## config.mk

```make
export PLATFORM = sky130hd
export DESIGN_NAME = fetch_stage
export DESIGN_NICKNAME = d
export VERILOG_FILES = /design/src/rtl/fetch_stage.sv
export SDC_FILE = /design/constraint.sdc
export NUM_CORES = 1
export LEC_CHECK = 0
export CORE_UTILIZATION = 48
export DETAILED_ROUTE_END_ITERATION = 10
export PLACE_DENSITY = 0.88
export SLEW_MARGIN = 20
export SYNTH_ARGS = -nofsm -noshare
export SYNTH_HDL_FRONTEND = slang
export SYNTH_SLANG_ARGS = --single-unit
```

## constraint.sdc

```tcl
create_clock -name clk -period 4.4 [get_ports clk]
set_clock_uncertainty 0.1 [all_clocks]
set_input_delay 0.88 -clock clk [delete_from_list [all_inputs] [get_ports clk]]
set_output_delay 0.88 -clock clk [all_outputs]
set_load 0.02 [all_outputs]
```

## src/rtl/fetch_stage.sv

```systemverilog
// Instruction fetch stage: owns the PC, reads the combinational instruction memory and
// buffers {pc, instr} pairs for decode. Optional halt-on-zero-word behaviour under FETCH_HALT_EN.
module fetch_stage #(
    parameter int INS_ADDRESS = 9,
    parameter int INS_W       = 32,
    parameter int RESET_PC    = 0,
    parameter int DEPTH       = 2
) (
    input  logic                   clk,
    input  logic                   rst_n,
    output logic [INS_ADDRESS-1:0] imem_ra,
    input  logic [INS_W-1:0]       imem_rd,
    input  logic                   redirect_valid,
    input  logic [INS_ADDRESS-1:0] redirect_pc,
    output logic                   dec_valid,
    input  logic                   dec_ready,
    output logic [INS_W-1:0]       dec_instr,
    output logic [INS_ADDRESS-1:0] dec_pc,
    output logic                   misalign_err,
    output logic                   halted
);

    localparam int PTR_W = $clog2(DEPTH);
    localparam int CNT_W = $clog2(DEPTH + 1);
    localparam int ENT_W = INS_ADDRESS + INS_W;
    localparam logic [CNT_W-1:0] DEPTH_C = CNT_W'(DEPTH);

    localparam logic [1:0] IDLE   = 2'd0;
    localparam logic [1:0] FETCH  = 2'd1;
`ifdef FETCH_HALT_EN
    localparam logic [1:0] HALTED = 2'd2;
`endif

    logic [1:0]             state;
    logic [INS_ADDRESS-1:0] pc;
    logic [CNT_W-1:0]       count;
    logic [PTR_W-1:0]       wr_ptr;
    logic [PTR_W-1:0]       rd_ptr;
    logic [ENT_W-1:0]       fifo_mem [DEPTH];
    logic [ENT_W-1:0]       head;

    logic pop;
    logic room;
    logic push;

    assign imem_ra   = pc;
    assign dec_valid = (count != '0);
    assign head      = fifo_mem[rd_ptr];

    // Head fields are masked while empty so the unreset storage never leaks to decode.
    assign dec_pc    = dec_valid ? head[ENT_W-1:INS_W] : '0;
    assign dec_instr = dec_valid ? head[INS_W-1:0]     : '0;

    assign pop  = dec_valid && dec_ready;
    assign room = (count < DEPTH_C) || pop;
    assign push = (state == FETCH) && !redirect_valid && room;

`ifdef FETCH_HALT_EN
    assign halted = (state == HALTED);
`else
    assign halted = 1'b0;
`endif

    always_ff @(posedge clk) begin
        if (!rst_n) begin
            state        <= IDLE;
            pc           <= INS_ADDRESS'(RESET_PC);
            count        <= '0;
            wr_ptr       <= '0;
            rd_ptr       <= '0;
            misalign_err <= 1'b0;
        end else if (redirect_valid) begin
            // Flush wins over any same-cycle handshake; the target is word-aligned.
            state        <= FETCH;
            pc           <= {redirect_pc[INS_ADDRESS-1:2], 2'b00};
            count        <= '0;
            wr_ptr       <= '0;
            rd_ptr       <= '0;
            misalign_err <= |redirect_pc[1:0];
        end else begin
            misalign_err <= 1'b0;
            case (state)
                IDLE:  state <= FETCH;
                FETCH: begin
                    if (push) begin
`ifdef FETCH_HALT_EN
                        if (imem_rd == '0) state <= HALTED;
                        else               pc    <= pc + INS_ADDRESS'(4);
`else
                        pc <= pc + INS_ADDRESS'(4);
`endif
                    end
                end
`ifdef FETCH_HALT_EN
                HALTED: state <= HALTED;
`endif
                default: state <= IDLE;
            endcase
            if (push) wr_ptr <= wr_ptr + 1'b1;
            if (pop)  rd_ptr <= rd_ptr + 1'b1;
            case ({push, pop})
                2'b10:   count <= count + 1'b1;
                2'b01:   count <= count - 1'b1;
                default: count <= count;
            endcase
        end
    end

    // FIFO storage carries no reset; occupancy is tracked by count alone.
    always_ff @(posedge clk) begin
        if (push) fifo_mem[wr_ptr] <= {pc, imem_rd};
    end

endmodule

```

Word level (Yosys, flattened, before mapping)
Memories as Yosys holds them, arrays and structs flattened. A register that Yosys moved wholly into a read port is not among the register bits.
Cells that the tools add are included.

cells by class
  eq/ne operators = 4
  muxes and demuxes = 12
  bitwise gates (word level) = 1
  reduce and logical (&&, ||, !) cells = 15
  add/subtract/negate cells = 5
  $lt $le $gt $ge = 1

operators by type and width
  cell                                              count
  two-way mux 9 bit                                 4
  two-way mux 32 bit                                1
  adder 9 x 3 -> 9 bit, second input constant       1
  case mux 2 bit (2 select lines)                   2
  nonzero test 2 bit                                4
  AND reduction 2 bit                               3
  two-way mux 1 bit                                 5
  == test 2 x 1 -> 1 bit, second input constant     2
  OR reduction 2 bit                                2
  logical AND 1 bit                                 3
  adder 1 bit, second input constant                2
  adder 2 x 1 -> 2 bit, second input constant       1
  == test 2 bit, second input constant              1
  zero test 2 bit                                   1
  < comparator 2 bit, second input constant         1
  inequality test 2 bit, second input constant      1
  subtractor 2 x 1 -> 2 bit, second input constant  1
  zero test 1 bit                                   1
  logical OR 1 bit                                  1
  NOT 1 bit                                         1

word-level totals
  memory bits (writable) = 82
  input port bits = 45
  flip-flop bits (word level) = 16
  output and inout port bits = 53
  word-level logic and storage cells = 47
  memories = 1

memory list
  name      depth  width  read ports  clocked after memory_dff  write ports  line  RTL
  fifo_mem  2      41     1           1                         1            39    logic [ENT_W-1:0] fifo_mem [DEPTH];

Depth between registers and ports, before layout
Gate-level depths: netlist of the first run.

  word-level depth = 7
  mapped depth = 7

Least setup slack after synthesis of the first run
OpenSTA, ideal clock, no wires.

  path kind = input-to-reg
  from = input redirect_valid
  to = memory fifo_mem[0][0] in the netlist's numbering (enable)
  arrival time = 3043 ps
  stages = 4
  slack = 821 ps
  path through = inv_1 > clkbuf_1 > nand3_1 > nor2_1

between the ends
  cells in the longest elaborated chain, start to end = 5

ends and longest elaborated chain
  element                                  line  RTL
  start: declaration                       13    input logic redirect_valid,
  zero test 1 bit                          56    assign push = (state == FETCH) && !redirect_valid && room;
  logical AND 1 bit (2 in a row)           56
  two-way mux 1 bit                        111   if (push) fifo_mem[wr_ptr] <= {pc, imem_rd};
  two-way mux 1 bit (not written as such)  111
  end: declaration                         39

No other way between the ends.

==> results of run 1 <==
## kinds of logic (layout without fill, tap and decap cells)
logic type / count (synthesis) / count (layout)
flops: 92 / 92
simple gates: 64 / 64
mux: 39 / 39
compound gates: 26 / 26
buf+inv: 24 / 118
xor+xnor: 3 / 3
fa+ha+maj: 2 / 2
other cells: 1 / 5
## layout by cell type (no fill, tap or decap), types with 2 or more instances in the layout
cell                              synthesis  final
sky130_fd_sc_hd__conb_1                   1      5
sky130_fd_sc_hd__edfxtp_1                78     78
sky130_fd_sc_hd__nand4_1                  3      3
sky130_fd_sc_hd__clkbuf_1                 8      2
sky130_fd_sc_hd__buf_4                    6      4
sky130_fd_sc_hd__ha_1                     2      2
sky130_fd_sc_hd__nor2_4                   0      3
sky130_fd_sc_hd__nand2_1                  4      4
sky130_fd_sc_hd__inv_1                    6      6
sky130_fd_sc_hd__or4_1                    4      4
sky130_fd_sc_hd__bufinv_16                0      3
sky130_fd_sc_hd__dfxtp_1                 14     13
sky130_fd_sc_hd__a21oi_1                  2      2
sky130_fd_sc_hd__xor2_1                   2      2
sky130_fd_sc_hd__a31oi_1                  6      6
sky130_fd_sc_hd__o21ai_0                 10     10
sky130_fd_sc_hd__clkbuf_8                 0      9
sky130_fd_sc_hd__nor2_1                  45     42
sky130_fd_sc_hd__or3_2                    2      2
sky130_fd_sc_hd__mux2i_1                 39     39
sky130_fd_sc_hd__o31ai_1                  4      4
sky130_fd_sc_hd__clkinv_2                 0      2
sky130_fd_sc_hd__clkdlybuf4s50_1          0     92
sky130_fd_sc_hd__nand3_1                  2      2
## worst paths after layout
kind                               end  slack (ps)  depth (start not counted)
max                      dec_instr[24]         970                          4
min          fifo_mem[0][40]$_DFFE_PP_         430                          0
max reg2reg   fifo_mem[1][3]$_DFFE_PP_        2190                          4
min reg2reg  fifo_mem[0][40]$_DFFE_PP_         430                          0
## power by group
part / total, W / leakage, nW / switching (W) / internal (W)
registers: 0.000994 / 0.835 / 0.0000181 / 0.000976
clock network: 0.000643 / 0.117 / 0.000267 / 0.000376
logic: 0.000171 / 0.642 / 0.0000845 / 0.0000864
## metrics by stage
step | cells | power [W] | hold slack (ps) | cell area (µm²)
global placement | 432 | 0.001178 | 384.4 | 4658
global route | 448 | 0.001874 | 451.4 | 4890
detailed placement | 432 | 0.001185 | 397.3 | 4658
CTS | 448 | 0.001821 | 433.2 | 4890
floorplan | 255 | 0.001090 | 371.3 | 3661
finish | 448 | 0.001808 | 429.0 | 4890
## per-layer routing
| metal | track usage, % | part of all wire, % |
|---|---|---|
| met2 | 34.14 | 54 |
| met1 | 21.44 | 39 |
| met4 | 6.494 | 1.4 |
| met3 | 3.139 | 5.9 |
| met5 | 0 | 0 |
## sequential cells by signal, summed over array words and instances (netlist names), named ones only
signal and count:
wr_ptr 1, misalign_err 1, count 2, state 1, rd_ptr 1, imem_ra 7, fifo_mem 78
## layout make-up
class / count / area, µm²
clock buffer: 11 / 131.4
clock inverter: 5 / 100.1
fill: 518 / 2402
inverter: 6 / 22.52
multi-input combinational: 139 / 937.1
sequential: 92 / 2624
tap: 99 / 123.9
timing repair buffer: 96 / 950.9
## critical path: cells and delay by family, from the launching register on
| family | cells | cell delay, ps |
|---|---|---|
| buffers and inverters | 2 | 950 |
| AND/OR/NAND/NOR | 1 | 50 |
| flip-flops | 1 | 870 |
| multiplexers | 1 | 220 |
==> flow_metrics.env, run 1 <==
export IMPL_run_status="finished, final reports clean"
export IMPL_power_static_leakage_nw=1.594
export IMPL_transition_time_at_the_pin_with_the_least_slew_margin_ps=861.5
export IMPL_synth_top_area_cell="sky130_fd_sc_hd__edfxtp_1"
export IMPL_highest_net_fanout_along_the_worst_path=27
export IMPL_hold_viol_final=0
export IMPL_synth_compound_area_share_pct=4.496
export IMPL_cp_slowest_cell="sky130_fd_sc_hd__dfxtp_2"
export IMPL_tns_ps=0
export IMPL_ctsResizeCount=0
export IMPL_synthMuxAreaShare_pct=10.71
export IMPL_numPortBuffers=92
export IMPL_antenna_violations_before_repair=0
export IMPL_dominant_combinational_cell_family_by_area_after_synthesis="multiplexers"
export IMPL_synth_top_area_share_pct=64.24
export IMPL_cts_setup_buffers=0
export IMPL_drive_gt1_share_pct=7.450
export IMPL_post_synth_instance_area_um2=3646
export IMPL_core_area_um2=7292
export IMPL_clk_latency_ps=330
export IMPL_synth_cell_types=30
export IMPL_final_setup_viol_count=0
export IMPL_number_of_cells_produced_by_synthesis=251
export IMPL_fp_dieArea_um2=7949
export IMPL_timing_fmax_ghz=0.2914
export IMPL_finalCoreUtilization_pct=67.06
export IMPL_relSlewSlack_pct=42.43
export IMPL_floorplan_die_height_um=89.16
export IMPL_wl_per_cell_um=15.28
export IMPL_hold_wc_startpoint="imem_ra[8]$_SDFFE_PN0P_"
export IMPL_final_setup_worst_slack_ps=967.9
export IMPL_clock_path_buffers=2
export IMPL_cp_end_kind="primary output"
export IMPL_avg_synthesized_cell_area_um2=14.53
export IMPL_post_route_drc_count=0
export IMPL_floorplan_die_width_um=89.16
export IMPL_grt_first_pass_wirelength_mm=10.70
export IMPL_place_hpwl_mm=4.750
export IMPL_cts_buffers_inserted=9
export IMPL_drt_total_wl_mm=6.846
export IMPL_detail_route_vias_per_cell=5.118
export IMPL_layout_min_cycle_time_ps=3432
export IMPL_ios=98
export IMPL_cts_sinks=92
export IMPL_synth_flop_cell="sky130_fd_sc_hd__edfxtp_1"
export IMPL_pin_count_of_the_biggest_net_entering_global_routing=41
export IMPL_power_per_cell_area_nw_per_um2=369.8
export IMPL_worst_hold_path_type="reg -> reg"
export IMPL_timing_worst_setup_path_type="reg -> out"
export IMPL_row_count=31
export IMPL_setup_repair_after_global_routing_missed_its_margin="false"
export IMPL_critPathRequiredTime_ps=3420
export IMPL_via_count=2293
export IMPL_place_gp_congestion=0.8664
export IMPL_cts_hold_buffers=0
export IMPL_antennaDiodeCount=0
export IMPL_path_clk_slew_ps=80
export IMPL_initial_utilization_pct=50.00
export IMPL_netlist_top_cells_area="sky130_fd_sc_hd__edfxtp_1 64%, sky130_fd_sc_hd__mux2i_1 11%, sky130_fd_sc_hd__dfxtp_1 7.7%"
export IMPL_ir_drop_v=0.0001929
export IMPL_number_of_flops_mapped_to_enable_cells_by_yosys=78
export IMPL_drt_initial_drc_count=111
export IMPL_yosysSeqAreaShare_pct=71.93
export IMPL_synth_ff_latch_count=92
export IMPL_worstReg2RegStart="count[1]$_SDFFE_PP0P_"
export IMPL_cts_htree_levels=3
export IMPL_finalMaxSlewViolations=0
export IMPL_synth_commonest_cells="78 x sky130_fd_sc_hd__edfxtp_1, 45 x sky130_fd_sc_hd__nor2_1, 39 x sky130_fd_sc_hd__mux2i_1"
export IMPL_vias_in_the_first_global_route=2273
export IMPL_synth_simple_gate_area_share_pct=7.962
export IMPL_cts_tree="done"
export IMPL_grt_remaining_overflow=0
export IMPL_ys_warn_count=0
export IMPL_clock_root_buffer="sky130_fd_sc_hd__clkbuf_8"
export IMPL_number_of_nets_in_the_finished_design=391
export IMPL_async_flop_share_pct=0
export IMPL_timing_critical_path_arrival_ps=2450
export IMPL_setup_worst_path_start_class="flip-flop"
export IMPL_cpPeakStageDelay_ps=870
export IMPL_dp_worst_setup_slack_ps=1074
export IMPL_timing_critical_path_cells="buf_4 > mux2i_1 > nor2_1 > clkdlybuf4s50_1"
export IMPL_gr_usage_all_layers_pct=18.39
export IMPL_synth_fa_ha_area_share_pct=0.6863
export IMPL_syn_to_final_growth_pct=34.11
export IMPL_yosys_cell_count_top_type="sky130_fd_sc_hd__edfxtp_1"
export IMPL_xor_xnor_cell_area_share_of_the_yosys_netlist_pct=0.7207
export IMPL_final_period_utilization_pct=78.00
export IMPL_antenna_violating_nets_post_route=0
export IMPL_max_cap_violations=0
export IMPL_firstDrtPassIters=4
No activity file was read; power rests on OpenSTA's default activity.
==> run 2: changes to the inputs <==
Settings changed: CORE_UTILIZATION 48 to 43, PLACE_DENSITY 0.88 to 0.84.
Clock period 4.4 ns to 2.95 ns, I/O delays scaled along.
==> flow_metrics.env, run 2 (synthesized netlist as in run 1, its figures left out) <==
export IMPL_drt_total_wl_mm=6.672
export IMPL_final_setup_viol_count=0
export IMPL_floorplan_die_width_um=94.08
export IMPL_final_common_cell="sky130_fd_sc_hd__clkdlybuf4s50_1"
export IMPL_grt_remaining_overflow=0
export IMPL_layout_common_cells="92 x sky130_fd_sc_hd__clkdlybuf4s50_1, 78 x sky130_fd_sc_hd__edfxtp_1, 42 x sky130_fd_sc_hd__nor2_1, 39 x sky130_fd_sc_hd__mux2i_1, 13 x sky130_fd_sc_hd__dfxtp_1"
export IMPL_fp_dieArea_um2=8851
export IMPL_largest_register_ffs=78
export IMPL_number_of_nets_in_the_finished_design=392
export IMPL_run_status="finished, final reports clean"
export IMPL_setup_worst_path_start_class="flip-flop"
export IMPL_final_fill_count=637
export IMPL_worstReg2RegStart="count[1]$_SDFFE_PP0P_"
export IMPL_via_count=2272
export IMPL_clock_root_buffer="sky130_fd_sc_hd__clkbuf_8"
export IMPL_final_period_utilization_pct=90.14
export IMPL_initial_utilization_pct=44.37
export IMPL_cts_setup_buffers=0
export IMPL_timing_worst_setup_path_type="reg -> out"
export IMPL_finalPower_w=0.002735
export IMPL_clock_path_buffers=2
export IMPL_worst_r2r_cell_count=5
export IMPL_max_cap_violations=0
export IMPL_clk_latency_ps=340
export IMPL_ios=98
export IMPL_power_per_cell_area_nw_per_um2=550.4
export IMPL_numPortBuffers=92
export IMPL_floorplan_die_height_um=94.08
export IMPL_area_used_by_multi_input_combinational_logic_um2=937.1
export IMPL_sequential_cell_area_um2=2624
export IMPL_worstHoldPathCells=2
export IMPL_cts_htree_levels=3
export IMPL_cts_hold_buffers=0
export IMPL_layout_min_cycle_time_ps=2659
export IMPL_grt_first_pass_wirelength_mm=10.32
export IMPL_regToRegSetupSlack_ps=1040
export IMPL_cp_endpoint="dec_instr[16]"
export IMPL_syn_to_final_growth_pct=36.31
export IMPL_gr_usage_all_layers_pct=16.09
export IMPL_setup_worst_path_start="count[1]$_SDFFE_PP0P_"
export IMPL_place_area_um2=4723
export IMPL_ir_drop_v=0.0003253
export IMPL_highest_net_fanout_along_the_worst_path=24
export IMPL_drive_gt1_share_pct=8.286
export IMPL_final_instance_count_excl_fill=455
export IMPL_post_route_drc_count=0
export IMPL_cp_end_kind="primary output"
export IMPL_antennaDiodeCount=0
export IMPL_regMostFlops="fifo_mem"
export IMPL_pin_count_of_the_biggest_net_entering_global_routing=40
export IMPL_wl_per_cell_um=14.66
export IMPL_core_area_um2=8217
export IMPL_worst_hold_path_type="reg -> reg"
export IMPL_setup_repair_after_global_routing_missed_its_margin="false"
export IMPL_power_static_leakage_nw=1.611
export IMPL_hold_ws_ps=419.4
export IMPL_drt_initial_drc_count=130
export IMPL_antenna_violating_nets_post_route=0
export IMPL_antenna_violations_before_repair=0
export IMPL_timing_critical_path_arrival_ps=1970
export IMPL_design_area_um2=4970
export IMPL_critPathRequiredTime_ps=2260
export IMPL_cts_tree="done"
export IMPL_ctsResizeCount=0
export IMPL_firstDrtPassIters=4
export IMPL_hold_viol_final=0
export IMPL_cts_buffers_inserted=9
export IMPL_path_clk_slew_ps=80
export IMPL_row_count=33
export IMPL_finalMaxSlewViolations=0
export IMPL_place_hpwl_mm=4.570
export IMPL_detail_route_vias_per_cell=4.993
export IMPL_placed_cells=439
export IMPL_timing_fmax_ghz=0.3761
export IMPL_vias_in_the_first_global_route=2178
export IMPL_ff_to_ff_end="count[1]$_SDFFE_PP0P_"
export IMPL_cts_sinks=92
export IMPL_place_gp_congestion=0.8552
-- run 2: changes by cell type in the layout (fill, tap and decap cells not counted) --
cell / previous run / this run
sky130_fd_sc_hd__buf_4: 4 / 1
sky130_fd_sc_hd__clkinv_2: 2 / 0
sky130_fd_sc_hd__clkbuf_1: 2 / 0
sky130_fd_sc_hd__buf_12: 0 / 4
sky130_fd_sc_hd__clkinv_4: 0 / 1
sky130_fd_sc_hd__inv_6: 0 / 1
sky130_fd_sc_hd__clkinvlp_4: 0 / 2
-- run 2: routing by layer --
layer	vias up	track usage [%]	part of all wire [%]
met5	-	0	0
met4	0	5.897	1.0
met3	6	4.612	5.1
met2	80	28.28	53
met1	1083	18.57	41
li1	1103	-	-
-- run 2: final cells by class --
class	instances	area share, %
clock buffer	9	2.492
clock inverter	7	2.467
inverter	6	0.4532
multi-input combinational	139	18.86
sequential	92	52.79
tap	105	2.644
timing repair buffer	97	20.29
-- run 2: where the power goes --
group / switching [W] / internal, W
logic: 0.000129 / 0.000135
registers: 0.0000237 / 0.00146
clock network: 0.000426 / 0.000567
total: 0.000579 / 0.00216
-- run 2: per-stage QoR --
step | setup TNS, ps | utilization [%] | setup WS [ps]
after global routing | 0 | 60.48 | 167.0
after global placement | 0 | 57.48 | 390.3
after CTS | 0 | 60.48 | 261.9
after floorplan | -26410 | - | -338.6
after detailed placement | 0 | 57.48 | 338.4
final | 0 | 60.48 | 290.8
-- run 2: worst min path at each step --
| stage | slack [ps] | end | startpoint |
|---|---|---|---|
| global route | 440 | fifo_mem[0][40]$_DFFE_PP_ | imem_ra[8]$_SDFFE_PN0P_ |
| global placement | 400 | flip-flop | rd_ptr$_SDFFE_PP0P_ |
| finish | 420 | flip-flop | rd_ptr$_SDFFE_PP0P_ |
| detailed placement | 400 | rd_ptr$_SDFFE_PP0P_ | rd_ptr$_SDFFE_PP0P_ |
| floorplan | 370 | wr_ptr$_SDFFE_PP0P_ | wr_ptr$_SDFFE_PP0P_ |
| CTS | 420 | fifo_mem[0][40]$_DFFE_PP_ | imem_ra[8]$_SDFFE_PN0P_ |
-- run 2: critical path: stages, from the launching register on --
cell	delay [ps]
sky130_fd_sc_hd__dfxtp_1	370
sky130_fd_sc_hd__nor2_4	410
sky130_fd_sc_hd__buf_12	230
sky130_fd_sc_hd__nor2_1	80
sky130_fd_sc_hd__clkdlybuf4s50_1	530
